File: src/rtl/booth_mult_r4_pipe.sv
// rtl/booth_mult_r4_pipe.sv - iterative radix-4 Booth multiplier, signed/unsigned, valid/ready
module booth_mult_r4_pipe #(
    parameter  int WIDTH    = 16,
    localparam int OUTWIDTH = 2 * WIDTH
) (
    input  logic                clk,
    input  logic                rst_n,
    input  logic                in_valid,
    output logic                in_ready,
    input  logic                is_signed,
    input  logic [WIDTH-1:0]    A,
    input  logic [WIDTH-1:0]    B,
    output logic                out_valid,
    input  logic                out_ready,
    output logic [OUTWIDTH-1:0] Y,
    output logic                busy
);

    localparam int EXT_W = WIDTH + 2;
    localparam int SUM_W = WIDTH + 3;
    localparam int ACC_W = SUM_W + EXT_W;
    localparam int STEPS = WIDTH / 2 + 1;
    localparam int CNT_W = $clog2(STEPS + 1);

    if ((WIDTH < 4) || (WIDTH % 2 != 0)) begin : g_bad_width
        $error("booth_mult_r4_pipe: WIDTH must be even and at least 4");
    end

    typedef enum logic [1:0] {
        IDLE,
        CALC,
        DONE
    } state_t;

    state_t             state;
    logic [EXT_W-1:0]   a_ext;
    logic [ACC_W-1:0]   acc;
    logic               lostbit;
    logic [CNT_W-1:0]   count;

    logic               accept;
    logic [EXT_W-1:0]   load_a;
    logic [EXT_W-1:0]   load_b;
    logic [SUM_W-1:0]   hi;
    logic [EXT_W-1:0]   lo;
    logic [SUM_W-1:0]   a_x1;
    logic [SUM_W-1:0]   a_x2;
    logic [SUM_W-1:0]   sum;
    logic [ACC_W-1:0]   acc_step;

    assign in_ready = (state == IDLE) || ((state == DONE) && out_ready);
    assign busy     = (state == CALC);
    assign accept   = in_valid && in_ready;

    // Extending by two bits makes unsigned operands positive signed values,
    // so a single signed datapath serves both modes.
    assign load_a = is_signed ? {{2{A[WIDTH-1]}}, A} : {2'b00, A};
    assign load_b = is_signed ? {{2{B[WIDTH-1]}}, B} : {2'b00, B};

    assign hi   = acc[ACC_W-1 -: SUM_W];
    assign lo   = acc[EXT_W-1:0];
    assign a_x1 = {a_ext[EXT_W-1], a_ext};
    assign a_x2 = {a_ext, 1'b0};

    always_comb begin
        sum = hi;
        case ({lo[1:0], lostbit})
            3'b001, 3'b010: sum = hi + a_x1;
            3'b011:         sum = hi + a_x2;
            3'b100:         sum = hi - a_x2;
            3'b101, 3'b110: sum = hi - a_x1;
            default:        sum = hi;
        endcase
    end

    assign acc_step = {{2{sum[SUM_W-1]}}, sum, lo[EXT_W-1:2]};

    always_ff @(posedge clk or negedge rst_n) begin
        if (!rst_n) begin
            state     <= IDLE;
            a_ext     <= '0;
            acc       <= '0;
            lostbit   <= 1'b0;
            count     <= '0;
            out_valid <= 1'b0;
            Y         <= '0;
        end else begin
            case (state)
                CALC: begin
                    acc     <= acc_step;
                    lostbit <= lo[1];
                    count   <= count - CNT_W'(1);
                    if (count == CNT_W'(1)) begin
                        state     <= DONE;
                        out_valid <= 1'b1;
                        Y         <= acc_step[OUTWIDTH-1:0];
                    end
                end
                DONE: begin
                    if (out_ready) begin
                        out_valid <= 1'b0;
                        state     <= IDLE;
                    end
                end
                default: state <= IDLE;
            endcase
            // A new accept overrides the DONE->IDLE transition for back-to-back issue.
            if (accept) begin
                a_ext   <= load_a;
                acc     <= {{SUM_W{1'b0}}, load_b};
                lostbit <= 1'b0;
                count   <= CNT_W'(STEPS);
                state   <= CALC;
            end
        end
    end

endmodule

File: config.mk
export PLATFORM = sky130hd
export DESIGN_NAME = booth_mult_r4_pipe
export DESIGN_NICKNAME = d
export VERILOG_FILES = /design/src/rtl/booth_mult_r4_pipe.sv
export SDC_FILE = /design/constraint.sdc
export NUM_CORES = 1
export LEC_CHECK = 0
export ABC_AREA = 1
export ABC_CLOCK_PERIOD_IN_PS = 6300
export CORE_UTILIZATION = 44
export DETAILED_ROUTE_END_ITERATION = 6
export PLACE_DENSITY = 0.69
export SYNTH_ARGS = -nofsm -noshare
export SYNTH_HDL_FRONTEND = slang
export SYNTH_SLANG_ARGS = --single-unit
File: constraint.sdc
create_clock -name clk -period 6.3 [get_ports clk]
set_input_delay 1.89 -clock clk [delete_from_list [all_inputs] [get_ports clk]]
set_output_delay 1.89 -clock clk [all_outputs]
set_load 0.005 [all_outputs]
; Word level (Yosys, flattened, before mapping)
; Index checks and enable logic that the tools add are counted.
[word_totals]
word_cells = 52
input_bits = 37
register_bits = 95
out_inout_bits = 35
[classes]
n_eq_ne = 13
n_mux = 16
add_sub_neg = 5
reduce_logical = 11
[ops]
columns = cell, n
row1 = $pmux 19 s4, 1
row2 = $mux 37, 2
row3 = $add 19x19->19, 2
row4 = $sub 19x19->19, 2
row5 = $mux 18, 2
row6 = $eq 3x3->1 const B, 3
row7 = $mux 4, 2
row8 = $eq 3x2->1 const B, 2
row9 = $mux 2, 3
row10 = $eq 4x1->1 const B, 1
row11 = $mux 1, 4
row12 = $pmux 2 s2, 1
row13 = $reduce_and 2->1, 2
row14 = $reduce_bool 2->1, 2
row15 = $reduce_or 2->1, 2
row16 = $sub 4x1->4 const B, 1
row17 = $eq 3x1->1 const B, 1
row18 = $ne 3x1->1 const B, 1
row19 = $ne 3x3->1 const B, 1
row20 = $reduce_and 3->1, 1
row21 = $eq 2x1->1 const B, 1
row22 = $eq 2x2->1 const B, 1
row23 = $logic_and 1x1->1, 2
row24 = $logic_not 2->1, 1
row25 = 4 further kinds, 4

; Depth between registers and ports, before layout
; Gate-level depths: netlist of run 1.
[depth]
word_depth = 6
ltp_mapped = 22
ltp_nobuf = 22

; Worst setup path before layout of run 1
; No wires, ideal clock.
[synth_timing]
kind = input-to-output
startpoint = input out_ready
endpoint = output in_ready
slack_ps = 2324
path_buffers = 0
path_stages = 2
arrival_ps = 2086
cell_sequence = inv_1 a21oi_1
[synth_between]
elab_chain_cells = 2
[synth_lines]
columns = element, line_no
row1 = start: declaration, 14  ; input logic out_ready,
row2 = $logic_and 1x1->1, 51  ; assign in_ready = (state == IDLE) || ((state == DONE) && out_ready);
row3 = $logic_or 1x1->1, 51
row4 = end: declaration, 9  ; output logic in_ready,
; Every way passes these cells.

; Worst setup path in the final report of run 1
; Ends and elaborated chain as after synthesis.

==> reports/results.ini, run 1 <==
[global_route]
grt_pass1_wl_um=31000
grt_pass1_vias=6139
grt_max_degree=59
grt_usage_pct=25.4
grt_antenna_before_repair=0
grt-ovfl-total=0

[cts]
htree_levels=3
cts_tree=done
clk_latency_ns=0.35
cts_sinks=92
cts_buffer_depth=2
root_buffer=clkbuf_16
cts_setup_buffers=0
postCtsResizedCells=0
numCtsBuffers=9
hold_buffers=0
cts.clk_slew.worst_paths_ns=0.07

[yosys]
ys.flop_type=dfrtp_1
postSynthAreaPerCell_sq_um=6.97
synth_area_leaders=dfrtp_1, nand2_1, ha_1
synth_cells=961
synth_top_cell_by_area=dfrtp_1
synth.distinct_cells=50
yosys_warnings=0
syn-num-nets=1038
ys_async_sr_fraction_pct=100
netlist.area_leader.share_pct=34.4
synth-seq-cells=92
synth_edf_count=0
netlist_area_sq_um=6700
yosysSeqAreaShare_pct=34.4

[worst_setup_path]
worstSetupPathType=input port to output pin
cp-end-kind=output pin
worst_ep_arrival_time_ns=3.10
rr_worst_depth=21
cp-start-kind=input port
worstPathMaxFanout=2
crit_required_ns=4.41

[timing]
finalHoldViolations=0
final_max_slew_viol_count=0
max_freq_ghz=0.201
worstMarginPinSlew_ns=0.764
finalCritPeriodShare_pct=79.1
rsz0062_at_grt=false
fin_crit_ns=4.99
slew_headroom_pct=49.1
skew_ns=0.0104
setup_viol=0
tns_ns=0

[layout]
antenna_cells=0
nFillCells=1400
syn2layout_area_growth_pct=16.9
drive_above_1_share_pct=7.03
final_cell_mix=nand2_1, dfrtp_1, o21ai_0, inv_1, clkdlybuf4s50_1
fin_nets=1098
final_common_cell=nand2_1

[route]
highest_layer=met4
vias=6412
ant_nets=0
viasPerCell=5.31
first_pass_iters=7
wl_met2_um=8390
wl_met3_um=995
routed_wl_um=18700
route.detailed.drc=0
drtIter0Drc=489
wl_met1_um=8740
wl_per_cell_um=15.5

[placement]
portBuffers=71
place.gp.congestion=0.974
place_hpwl_um=14500

[floorplan]
rows=44
start_util_pct=45.5
dieArea_sq_um=15700
core_area_sq_um=14700
chipWidth_um=125
ioPinCount=72
die_h_um=125

[hold_path]
holdPathStages=2
hold_path_class=register to register

[outcome]
status=completed

[run]
cap_violations=0

-- worst max-delay path, cell delays in order --
cell	delay [ns]
clkdlybuf4s50_1	0.47
inv_1	0.05
a21oi_1	0.16
clkdlybuf4s50_1	0.53
-- layer usage --
layer	GRT usage (%)	up-vias
met4	11.1	0
met3	4.36	34
met5	0	-
met2	40.9	180
li1	-	3293
met1	33.5	2905
-- layout make-up --
cell class                      instances  area, sq um  area share [%]
Clock buffer                            9          225            2.88
Clock inverter                          5         60.1           0.767
Tap cell                              184          230            2.94
Inverter                               81          304            3.88
Multi-Input combinational cell        759         3950            50.4
Timing Repair Buffer                   78          761            9.72
Sequential cell                        92         2300            29.4
-- through the flow --
| stage | std cells | cell area [sq um] | hold slack, ns | setup slack [ns] | utilization, % |
|---|---|---|---|---|---|
| after floorplan | 961 | 6700 | 0.449 | 2.32 | - |
| after global routing | 1208 | 7830 | 0.506 | 1.23 | 53.3 |
| after global placement | 1194 | 7540 | 0.460 | 1.32 | 51.3 |
| after detailed placement | 1194 | 7540 | 0.462 | 1.32 | 51.3 |
| final | 1208 | 7830 | 0.480 | 1.31 | 53.3 |
| after CTS | 1208 | 7830 | 0.483 | 1.31 | 53.3 |
-- flip-flops by register name (all words and copies together), names as in the netlist --
name       count
out_valid      1
count          4
acc           35
state          2
a_ext         17
Y             32
lostbit        1
-- cell usage after synthesis (3+ instances only) --
| library cell | count |
|---|---|
| a21oi_1 | 56 |
| a21oi_2 | 6 |
| a22oi_1 | 3 |
| a31oi_1 | 5 |
| buf_2 | 15 |
| clkbuf_1 | 12 |
| dfrtp_1 | 92 |
| ha_1 | 38 |
| inv_1 | 72 |
| inv_2 | 9 |
| nand2_1 | 340 |
| nand2_2 | 7 |
| nand3_1 | 60 |
| nand3_2 | 4 |
| nand3b_1 | 6 |
| nand4_1 | 7 |
| nor2_1 | 59 |
| nor2_2 | 5 |
| nor2_4 | 3 |
| nor3_1 | 8 |
| o211ai_1 | 5 |
| o21ai_0 | 74 |
| o21ai_1 | 15 |
| o21ai_2 | 4 |
| o21bai_1 | 3 |
| o221ai_1 | 3 |
| o22ai_1 | 4 |
| or2_0 | 6 |
| or2_1 | 3 |
| xor2_1 | 11 |
-- cell families (layout without fill, tap and decap cells) --
kind of cell               Yosys count  in the layout  share of synthesized area (%)
DFF                                 92             92                           34.4
buffers and inverters              110            173                           6.67
and+or+nand+nor                    518            518                           33.3
AOI/OAI and AO/OA                  189            189                           16.4
xor gates and xnor gates            12             12                           1.57
adders and majority gates           40             40                           7.70
-- worst paths after layout --
path                       endpoint       from  slack, ns
setup / recovery           in_ready  out_ready       1.31
hold / removal                Y[27]      Y[27]       0.48
setup reg to reg            acc[35]   a_ext[0]       2.84
hold reg to reg               Y[27]      Y[27]       0.48
max in group asynchronous   acc[14]      rst_n       3.76
min in group asynchronous   acc[24]      rst_n       1.59
Power of run 1 is left out: the tool's default activity adds up to more than one toggle a clock period on the data nets, which glitch-free logic cannot reach.
==> inputs of run 2 (changes only) <==
ABC_CLOCK_PERIOD_IN_PS = 4750   (was 6300)
clock period = 4.75 ns   (was 6.3 ns; I/O delays follow)
==> run 2 against run 1 <==
Effect of this change:
- first-iteration DRC count down 14%
- cell count is 0.17% higher
- critical path depth did not move
- via count decreased by 0.37%
- worst hold slack got worse by 0.00057 ns
==> reports/results.ini, run 2 (synthesized netlist as in run 1, its figures left out) <==
[outcome]
status=completed

[worst_setup_path]
worstSetupPathType=input port to output pin
rr_worst_depth=21
worstPathMaxFanout=2
crit_required_ns=3.32
cp-end-kind=output pin
cp-start-kind=input port
worst_ep_arrival_time_ns=2.66

[floorplan]
dieArea_sq_um=15700
ioPinCount=72
start_util_pct=45.5
rows=44
core_area_sq_um=14700
chipWidth_um=125
die_h_um=125

[route]
wl_per_cell_um=15.6
vias=6388
route.detailed.drc=0
routed_wl_um=18900
viasPerCell=5.28
first_pass_iters=7
drtIter0Drc=419
ant_nets=0

[hold_path]
hold_path_class=register to register
holdPathStages=2

[cts]
numCtsBuffers=9
cts_buffer_depth=2
cts.clk_slew.worst_paths_ns=0.07
htree_levels=3
root_buffer=clkbuf_16
postCtsResizedCells=0
cts_setup_buffers=0
cts_tree=done
hold_buffers=0
clk_latency_ns=0.36
cts_sinks=92

[timing]
final_max_slew_viol_count=0
max_freq_ghz=0.245
fin_crit_ns=4.08
rsz0062_at_grt=false
finalHoldViolations=0
slew_headroom_pct=40.3
skew_ns=0.0101
worstMarginPinSlew_ns=0.895
finalCritPeriodShare_pct=85.9
tns_ns=0
setup_viol=0
hold_ws_ns=0.479

[placement]
dpl.cell_count=1194
portBuffers=71
place.gp.congestion=0.949
place_hpwl_um=14700

[layout]
drive_above_1_share_pct=7.21
multi_input_area_sq_um=3950
nFillCells=1483
antenna_cells=0
final_common_cell=nand2_1
seq_area_sq_um=2300
fin_nets=1098
syn2layout_area_growth_pct=17.3
final_cell_mix=nand2_1, dfrtp_1, o21ai_0, inv_1, clkdlybuf4s50_1
largest_reg_flops=35
fin_cells=1210
regMostFlops=acc
top_regs=acc (35), Y (32), a_ext (17)

[global_route]
grt-ovfl-total=0
busiest_layer=met2
grt_max_degree=70
use_met1_pct=33.5
grt_use_met2_pct=42.2
grt_pass1_vias=6177
grt_usage_pct=25.4
grt_use_met3_pct=4.36
grt_antenna_before_repair=0
grt_pass1_wl_um=31200

[run]
cap_violations=0

-- run 2: through the flow --
step | cell area, sq um | utilization [%] | worst slack (ns)
4_1_cts | 7850 | 53.4 | 0.666
5_1_grt | 7850 | 53.4 | 0.609
2_1_floorplan | 6700 | - | 1.70
3_3_place_gp | 7540 | 51.3 | 0.701
3_5_place_dp | 7540 | 51.3 | 0.676
6_report | 7850 | 53.4 | 0.669
-- run 2: path summary, 6_finish.rpt --
| path | from | end | slack [ns] |
|---|---|---|---|
| max in group asynchronous | rst_n | acc[14] | 2.68 |
| min | Y[28] | Y[28] | 0.48 |
| min in group asynchronous | rst_n | acc[21] | 1.19 |
| max reg2reg | a_ext[0] | acc[35] | 1.29 |
| max | out_ready | in_ready | 0.67 |
| min reg2reg | Y[28] | Y[28] | 0.48 |
-- run 2: final cells by class --
class / count / share of cell area, %
Clock buffer: 9 / 2.87
Sequential cell: 92 / 29.3
Timing Repair Buffer: 78 / 9.69
Clock inverter: 7 / 1.05
Inverter: 81 / 3.87
Multi-Input combinational cell: 759 / 50.3
Tap cell: 184 / 2.93
-- run 2: per-layer routing --
layer | wire length, um | vias to the layer above | part of all wire (%)
li1 | - | 3293 | -
met1 | 8780 | 2915 | 46
met2 | 8640 | 153 | 46
met3 | 1080 | 27 | 5.7
met4 | 425 | 0 | 2.2
met5 | 0 | - | 0
-- run 2: worst max-delay path, cell delays in order --
cell	delay [ns]
clkdlybuf4s50_1	0.47
inv_1	0.05
a21oi_1	0.17
clkdlybuf4s50_1	0.54
Power of run 2 is left out for the same reason.
==> inputs of run 3 (changes only) <==
TNS_END_PERCENT = 50   (was not set)
==> results of run 3 <==
No change in the layout: final DEF, timing and power equal those of run 2.
Power of run 3 is left out for the same reason.
